### src/rtl/regfile_wb_arb.sv
`default_nettype none
// ============================================================================
// Module   : regfile_wb_arb
// Brief    : Two-requester writeback arbiter with registered regfile write
//            port, pending-write scoreboard and saturating write counter.
//            Define REGFILE_WB_ARB_RR_EN for round-robin arbitration;
//            fixed priority (requester 0 wins) otherwise.
// Revision : 1.0
// ============================================================================
module regfile_wb_arb (
    input  logic        hclk,
    input  logic        hrstn,
    input  logic        wb0_valid,
    input  logic [4:0]  wb0_addr,
    input  logic [31:0] wb0_data,
    output logic        wb0_ready,
    input  logic        wb1_valid,
    input  logic [4:0]  wb1_addr,
    input  logic [31:0] wb1_data,
    output logic        wb1_ready,
    output logic        reg_wen,
    output logic [4:0]  reg_waddr,
    output logic [31:0] reg_wdata,
    input  logic        rsv_valid,
    input  logic [4:0]  rsv_addr,
    input  logic [4:0]  chk_addr_1,
    input  logic [4:0]  chk_addr_2,
    output logic        hazard_1,
    output logic        hazard_2,
    output logic [15:0] wr_cnt
);

    localparam logic [15:0] c_CNT_MAX = 16'hFFFF;

    logic [31:0] r_pending;
    logic        w_pick0;
    logic        w_hs;
    logic [4:0]  w_addr;
    logic [31:0] w_data;
    logic        w_write;
    logic [31:0] w_clr;
    logic [31:0] w_set;

`ifdef REGFILE_WB_ARB_RR_EN
    logic r_last_grant;

    // Requester 0 is favoured whenever requester 1 won last time.
    assign w_pick0 = r_last_grant;

    always_ff @(posedge hclk or negedge hrstn) begin
        if (!hrstn) begin
            r_last_grant <= 1'b1;
        end else if (w_hs) begin
            r_last_grant <= wb1_ready;
        end
    end
`else
    assign w_pick0 = 1'b1;
`endif

    // Ready is gated by hrstn so nothing is granted while reset is asserted.
    assign wb0_ready = hrstn & wb0_valid & (~wb1_valid | w_pick0);
    assign wb1_ready = hrstn & wb1_valid & ~(wb0_valid & w_pick0);

    assign w_hs    = wb0_ready | wb1_ready;
    assign w_addr  = wb1_ready ? wb1_addr : wb0_addr;
    assign w_data  = wb1_ready ? wb1_data : wb0_data;
    assign w_write = w_hs & (w_addr != 5'd0);

    // Set after clear so a same-cycle reservation survives the writeback.
    assign w_clr = w_hs ? (32'd1 << w_addr) : 32'd0;
    assign w_set = (rsv_valid && (rsv_addr != 5'd0)) ? (32'd1 << rsv_addr) : 32'd0;

    always_ff @(posedge hclk or negedge hrstn) begin
        if (!hrstn) begin
            reg_wen   <= 1'b0;
            reg_waddr <= 5'd0;
            reg_wdata <= 32'd0;
            r_pending <= 32'd0;
            wr_cnt    <= 16'd0;
        end else begin
            reg_wen   <= w_write;
            r_pending <= (r_pending & ~w_clr) | w_set;
            if (w_write) begin
                reg_waddr <= w_addr;
                reg_wdata <= w_data;
                if (wr_cnt != c_CNT_MAX) begin
                    wr_cnt <= wr_cnt + 16'd1;
                end
            end
        end
    end

    assign hazard_1 = hrstn & (chk_addr_1 != 5'd0) & r_pending[chk_addr_1];
    assign hazard_2 = hrstn & (chk_addr_2 != 5'd0) & r_pending[chk_addr_2];

endmodule
`default_nettype wire

### config.mk
export PLATFORM = sky130hd
export DESIGN_NAME = regfile_wb_arb
export DESIGN_NICKNAME = d
export VERILOG_FILES = /design/src/rtl/regfile_wb_arb.sv
export SDC_FILE = /design/constraint.sdc
export NUM_CORES = 1
export LEC_CHECK = 0
export BUFFER_PORTS_ARGS = -buffer_cell sky130_fd_sc_hd__buf_2
export CAP_MARGIN = 30
export CORE_UTILIZATION = 46
export DETAILED_ROUTE_END_ITERATION = 8
export PLACE_DENSITY = 0.76
export SLEW_MARGIN = 5
export SYNTH_ARGS = -nofsm -noshare
export SYNTH_HDL_FRONTEND = slang
export SYNTH_SLANG_ARGS = --single-unit
export TNS_END_PERCENT = 20
### constraint.sdc
create_clock -name hclk -period 1.9 [get_ports hclk]
set_clock_uncertainty 0.05 [all_clocks]
set_input_delay 0.38 -clock hclk [delete_from_list [all_inputs] [get_ports hclk]]
set_output_delay 0.38 -clock hclk [all_outputs]
set_load 0.01 [all_outputs]
==> results of run 1 <==
[layout by cell type, fill, tap and decap left out, types with 11 or more instances in the layout]
cell type	instances
o21ai_0	100
nand2b_1	16
nand2_1	52
dfrtp_1	86
buf_2	149
buf_4	58
mux4_2	16
mux2i_1	49
nor2_1	11
nor2b_1	11
[worst min path at each step]
stage,cells after the start,startpoint,end,slack [ps]
after floorplan,0,hrstn,r_pending[0],30
after global placement,2,hrstn,r_pending[9],300
after detailed placement,2,hrstn,r_pending[9],300
after CTS,3,hrstn,reg_waddr[4],30
after global routing,3,hrstn,wr_cnt[12],40
final,3,hrstn,wr_cnt[8],30
[final cells by class]
type                            instances  area share, %
Multi-Input combinational cell        327           38.7
Sequential cell                        86           34.5
Timing Repair Buffer                  214           20.8
Tap cell                              133           2.67
Clock buffer                           10           2.20
Clock inverter                          5          0.942
Inverter                                4          0.241
[worst max-delay path, cell delays in order, from the launching register on]
cell	delay, ps
dfrtp_1	440
mux4_2	480
mux2_4	270
nor3b_2	170
nor3_2	60
buf_2	130
[report_power, final]
part | internal (mW) | switching [mW]
Clock | 0.638 | 0.656
Sequential | 2.19 | 0.293
Combinational | 0.837 | 0.765
Total | 3.66 | 1.71
[cell families (layout without fill, tap and decap cells)]
kind of cell	count (synthesis)	count (layout)	synth area share, %
AND/OR/NAND/NOR	126	126	14.5
buffers and inverters	23	233	2.62
adder cells (fa/ha/maj)	1	1	0.271
AO/OA/AOI/OAI	115	115	13.2
XOR/XNOR	12	12	2.27
multiplexers	73	73	20.6
flip-flops	86	86	46.5
[sequential cells by signal (all words and copies together) (netlist names)]
signal / flops
reg_wen: 1
reg_wdata: 32
reg_waddr: 5
r_pending: 32
wr_cnt: 16
[what timing repair did]
| action | in CTS | in global routing |
|---|---|---|
| hold buffers | 1 | 0 |
| buffers inserted | 1 | 1 |
| pin swaps | 0 | 2 |
| endpoints found under the setup margin | 2 | 9 |
| resized for setup | 3 | 9 |
| hold endpoints to repair | 8 | 0 |
[stage by stage]
step	setup TNS, ps	total power, mW	std cells	hold WS (ps)
after floorplan	-31.4	3.25	436	34.4
after CTS	-904	5.37	778	29.1
final	-898	5.38	779	30.0
after detailed placement	-2210	4.07	761	302
after global routing	-1080	5.69	779	42.4
after global placement	-1280	3.98	761	298
[per-layer routing]
metal	track usage, %	vias up	wire length [um]
met5	0	-	13
met4	10.9	2	317
met3	6.70	28	935
met2	45.2	165	6620
met1	32.4	2053	5140
li1	-	1998	-
==> run_results.csv, run 1 <==
group,metric,value,unit
outcome,violations,"setup timing",
worst_setup_path,critPathMaxFanout,3,
clock_network,numClockSinks,86,
worst_setup_path,reg2reg_to,"wr_cnt[1]",
sta,max_slew.worst_pin.slew,841,ps
yosys,synth_nets,531,
place,dp_hpwl,10200,um
worst_setup_path,required,1470,ps
sta,clock.fmax,0.424,GHz
clock_network,cts_root_buf,"clkbuf_8",
die,rows,36,
yosys,syn_inst,436,
drt,first_pass_iters,5,
die,start_util,47.3,%
cells_and_area,utilization,63.9,%
worst_setup_path,startpoint,"r_pending[25]",
cells_and_area,fillers,846,
worst_setup_path,cp.arrival,1930,ps
cells_and_area,n_antenna_cell,0,
clock_network,clockBufferDepth,2,
drt,drc_errors,0,
worst_setup_path,start_kind,"flip-flop",
drt,drt_iter0_markers,223,
clock_network,clk_pin_slew_worst_paths,80,ps
yosys,postSynthAreaPerCell,10.6,um^2
outcome,status,"finished with violations",
power_and_ir_drop,power_density,861,nW/um^2
sta,rsz0062_at_grt,"true",
yosys,yosysSeqAreaShare,46.5,%
die,core,9770,um^2
clock_network,h-tree-depth,3,
grt,grt_pass1_vias,4272,
die,die_area,10500,um^2
sta,finalHoldViolations,0,
yosys,synth_edf_count,0,
place,dpl_cell_area,5970,um^2
drt,routed_via_density,5.45,
grt,overflow,0,
yosys,synth_top_area_share,46.5,%
yosys,yosysTopAreaCell,"dfrtp_1",
clock_network,clock_latency,360,ps
clock_network,cts_buffers,9,
worst_setup_path,endpoint,"hazard_2",
die,die_h,102,um
cells_and_area,multi_input_area,2410,um^2
die,ios,152,
drt,num_vias,4246,
die,die_w,102,um
yosys,synthTopCellsByCount,"102 x o21ai_0, 86 x dfrtp_1, 52 x nand2_1, 50 x mux2i_1",
sta,min_period,2360,ps
grt,grt_antenna_before_repair,1,
drt,post_drt_wl_per_cell,16.7,um
sta,fin_crit_sh,124,%
place,gp_congestion,0.994,
sta,relSlewSlack,43.9,%
drt,antenna_left,0,
yosys,synth.cell_area,4620,um^2
run,drv_cap,0,
place,port_buffers,151,
sta,drv_slew,0,
cells_and_area,final_area,6240,um^2
drt,routed_wirelength,13000,um
power_and_ir_drop,power_leakage,3.14,nW
yosys,synth_seq_cells,86,
worst_setup_path,path_class,"flip-flop to output port",
cells_and_area,fin_nets,737,
worst_setup_path,rr_worst_depth,5,
yosys,synthFlopType,"dfrtp_1",
cells_and_area,seqCellArea,2150,um^2
grt,grt_pass1_wl,20700,um
grt,track_usage,26.6,%
cells_and_area,drive_above_1_share,41.0,%
worst_setup_path,r2r_slack,120,ps
worst_setup_path,cp-end-kind,"output port",
power_and_ir_drop,ir_drop,0.582,mV
yosys,synth_cell_types,40,
yosys,synthArstFlopShare,100,%
grt,grt_max_degree,67,
yosys,yosys_warnings,0,
worst_setup_path,timing.rr.start,"wr_cnt[0]",
clock_network,tritoncts,"built",
place,dp_slack,-309,ps
hold_path,hold_class,"input pin to async pin",
sta,setup_viol,2,
cells_and_area,syn2layout_area_growth,35.0,%
yosys,synth_most_common_cell,"o21ai_0",
sta,layout_setup_ws,-459,ps
yosys,synth_area_leaders,"dfrtp_1 47%, o21ai_0 11%, mux2i_1 11%",
(Power assumes the default switching activity.)
==> inputs of run 2 (changes only) <==
- CORE_UTILIZATION: 46 -> 51
- PLACE_DENSITY: 0.76 -> 0.89
- SLEW_MARGIN: 5 -> unset
- clock period: 1.9 -> 2.7 ns (I/O delays scaled with it)
==> run 2 against run 1 <==
The flow now finishes without violations. Non-clock buffer count decreased by 57. Design area is 8.6% lower. Worst hold slack improved by 120 ps. Register-to-register slack improved by 510 ps.
==> run_results.csv, run 2 (synthesized netlist as in run 1, its figures left out) <==
group,metric,value,unit
outcome,status,"finished clean",
sta,rsz0062_at_grt,"false",
clock_network,clk_pin_slew_worst_paths,90,ps
grt,grt_pass1_vias,4161,
power_and_ir_drop,seqPwrFrac,48.3,%
worst_setup_path,cp.arrival,1940,ps
drt,routed_via_density,5.88,
die,core,8760,um^2
cells_and_area,final_cell_mix,"150 x buf_2, 102 x o21ai_0, 86 x dfrtp_1, 52 x nand2_1, 50 x mux2i_1",
place,dpl_cell_area,5490,um^2
place,dp_hpwl,9220,um
die,die_h,97.2,um
place,gp_congestion,0.922,
power_and_ir_drop,combPwrFrac,25.4,%
worst_setup_path,start_kind,"input pin",
power_and_ir_drop,swShare,32.6,%
drt,num_vias,4104,
sta,layout_setup_ws,175,ps
cells_and_area,fin_nets,680,
cells_and_area,syn2layout_area_growth,23.3,%
cells_and_area,utilization,65.1,%
power_and_ir_drop,ir_drop,0.435,mV
clock_network,clockBufferDepth,2,
place,dp.cells,682,
worst_setup_path,cp-end-kind,"output port",
cells_and_area,layoutNonFillerInstCount,698,
sta,final.setup.tns,0,ps
die,die_area,9450,um^2
power_and_ir_drop,power_density,640,nW/um^2
grt,grt_antenna_before_repair,0,
worst_setup_path,path_class,"input pin to output port",
cells_and_area,seqCellArea,2150,um^2
sta,relSlewSlack,59.5,%
clock_network,ctsResizeCount,0,
drt,drt_iter0_markers,286,
die,die_w,97.2,um
sta,clock.fmax,0.396,GHz
drt,antenna_left,0,
clock_network,postCtsSetupRepairBufs,0,
sta,fin_crit_sh,93.5,%
sta,finalHoldViolations,0,
clock_network,cts_root_buf,"clkbuf_8",
die,rows,34,
drt,drc_errors,0,
die,start_util,52.8,%
place,port_buffers,151,
drt,post_drt_wl_per_cell,17.2,um
cells_and_area,final_area,5700,um^2
worst_setup_path,critPathMaxFanout,7,
place,dp_slack,172,ps
sta,max_slew.worst_pin.slew,590,ps
clock_network,numClockSinks,86,
power_and_ir_drop,power_switching,1.19,mW
drt,routed_wirelength,12000,um
cells_and_area,multi_input_area,2360,um^2
cells_and_area,reg_top3,"r_pending: 32 flops, reg_wdata: 32 flops, wr_cnt: 16 flops",
run,drv_cap,0,
power_and_ir_drop,power,3.65,mW
power_and_ir_drop,internal_power,2.46,mW
grt,track_usage,25.9,%
die,ios,152,
sta,drv_slew,0,
grt,grt_max_degree,69,
sta,holdWs,151,ps
sta,setup_viol,0,
hold_path,hold_class,"input pin to async pin",
clock_network,h-tree-depth,3,
clock_network,tritoncts,"built",
power_and_ir_drop,power_leakage,2.86,nW
clock_network,clock_latency,350,ps
cells_and_area,layout_commonest_cell,"buf_2",
grt,overflow,0,
cells_and_area,drive_above_1_share,34.1,%
grt,grt_pass1_wl,19700,um
worst_setup_path,required,2110,ps
power_and_ir_drop,clkPwrFrac,26.3,%
sta,min_period,2530,ps
cells_and_area,n_antenna_cell,0,
cells_and_area,fillers,673,
drt,first_pass_iters,5,
clock_network,cts_buffers,9,
clock_network,cts_hold_buffers,0,
[run 2: cell types whose count changed in the layout (fill, tap and decap cells not counted), moves of 2 or more]
cell,before,now
nor3_1,1,3
o21ai_1,2,0
clkinv_4,0,2
o21ai_0,100,102
nor3b_2,2,0
nor3b_1,2,4
inv_8,0,2
buf_4,58,5
nor3_2,2,0
[run 2: power groups by stage]
stage / combinational (mW) / clock (mW) / sequential (mW)
2_1_floorplan: 0.505 / 0 / 1.77
3_3_place_gp: 0.878 / 0 / 1.76
3_5_place_dp: 0.923 / 0 / 1.78
4_1_cts: 0.929 / 0.962 / 1.75
5_1_grt: 1.03 / 1.01 / 1.79
6_report: 0.926 / 0.960 / 1.76
[run 2: worst paths after layout]
kind,startpoint,endpoint,slack [ps],depth (start not counted)
setup reg to reg,wr_cnt[0],wr_cnt[1],630,5
min in group hclk,wb1_data[9],reg_wdata[9],410,3
hold reg to reg,reg_wdata[22],reg_wdata[22],430,2
setup / recovery,chk_addr_2[0],hazard_2,170,6
max in group asynchronous,hrstn,r_pending[5],1870,2
hold / removal,hrstn,reg_waddr[2],150,2
[run 2: critical path, cell delays in order]
cell and delay, ps:
buf_2 210, mux4_2 520, mux2_2 270, nor3b_1 180, nor3_1 70, buf_2 140
[run 2: area by class of cell]
cell class | count | share of cell area (%)
multi-input combinational | 327 | 41.3
sequential | 86 | 37.7
timing repair buffer | 157 | 14.5
clock buffer | 10 | 2.41
tap | 108 | 2.37
clock inverter | 6 | 1.36
inverter | 4 | 0.263
[run 2: routing by layer]
layer	part of all wire [%]	global-route usage, %
met5	0	0
met2	51	44.9
met4	3.8	12.4
met3	6.7	3.96
met1	39	31.7
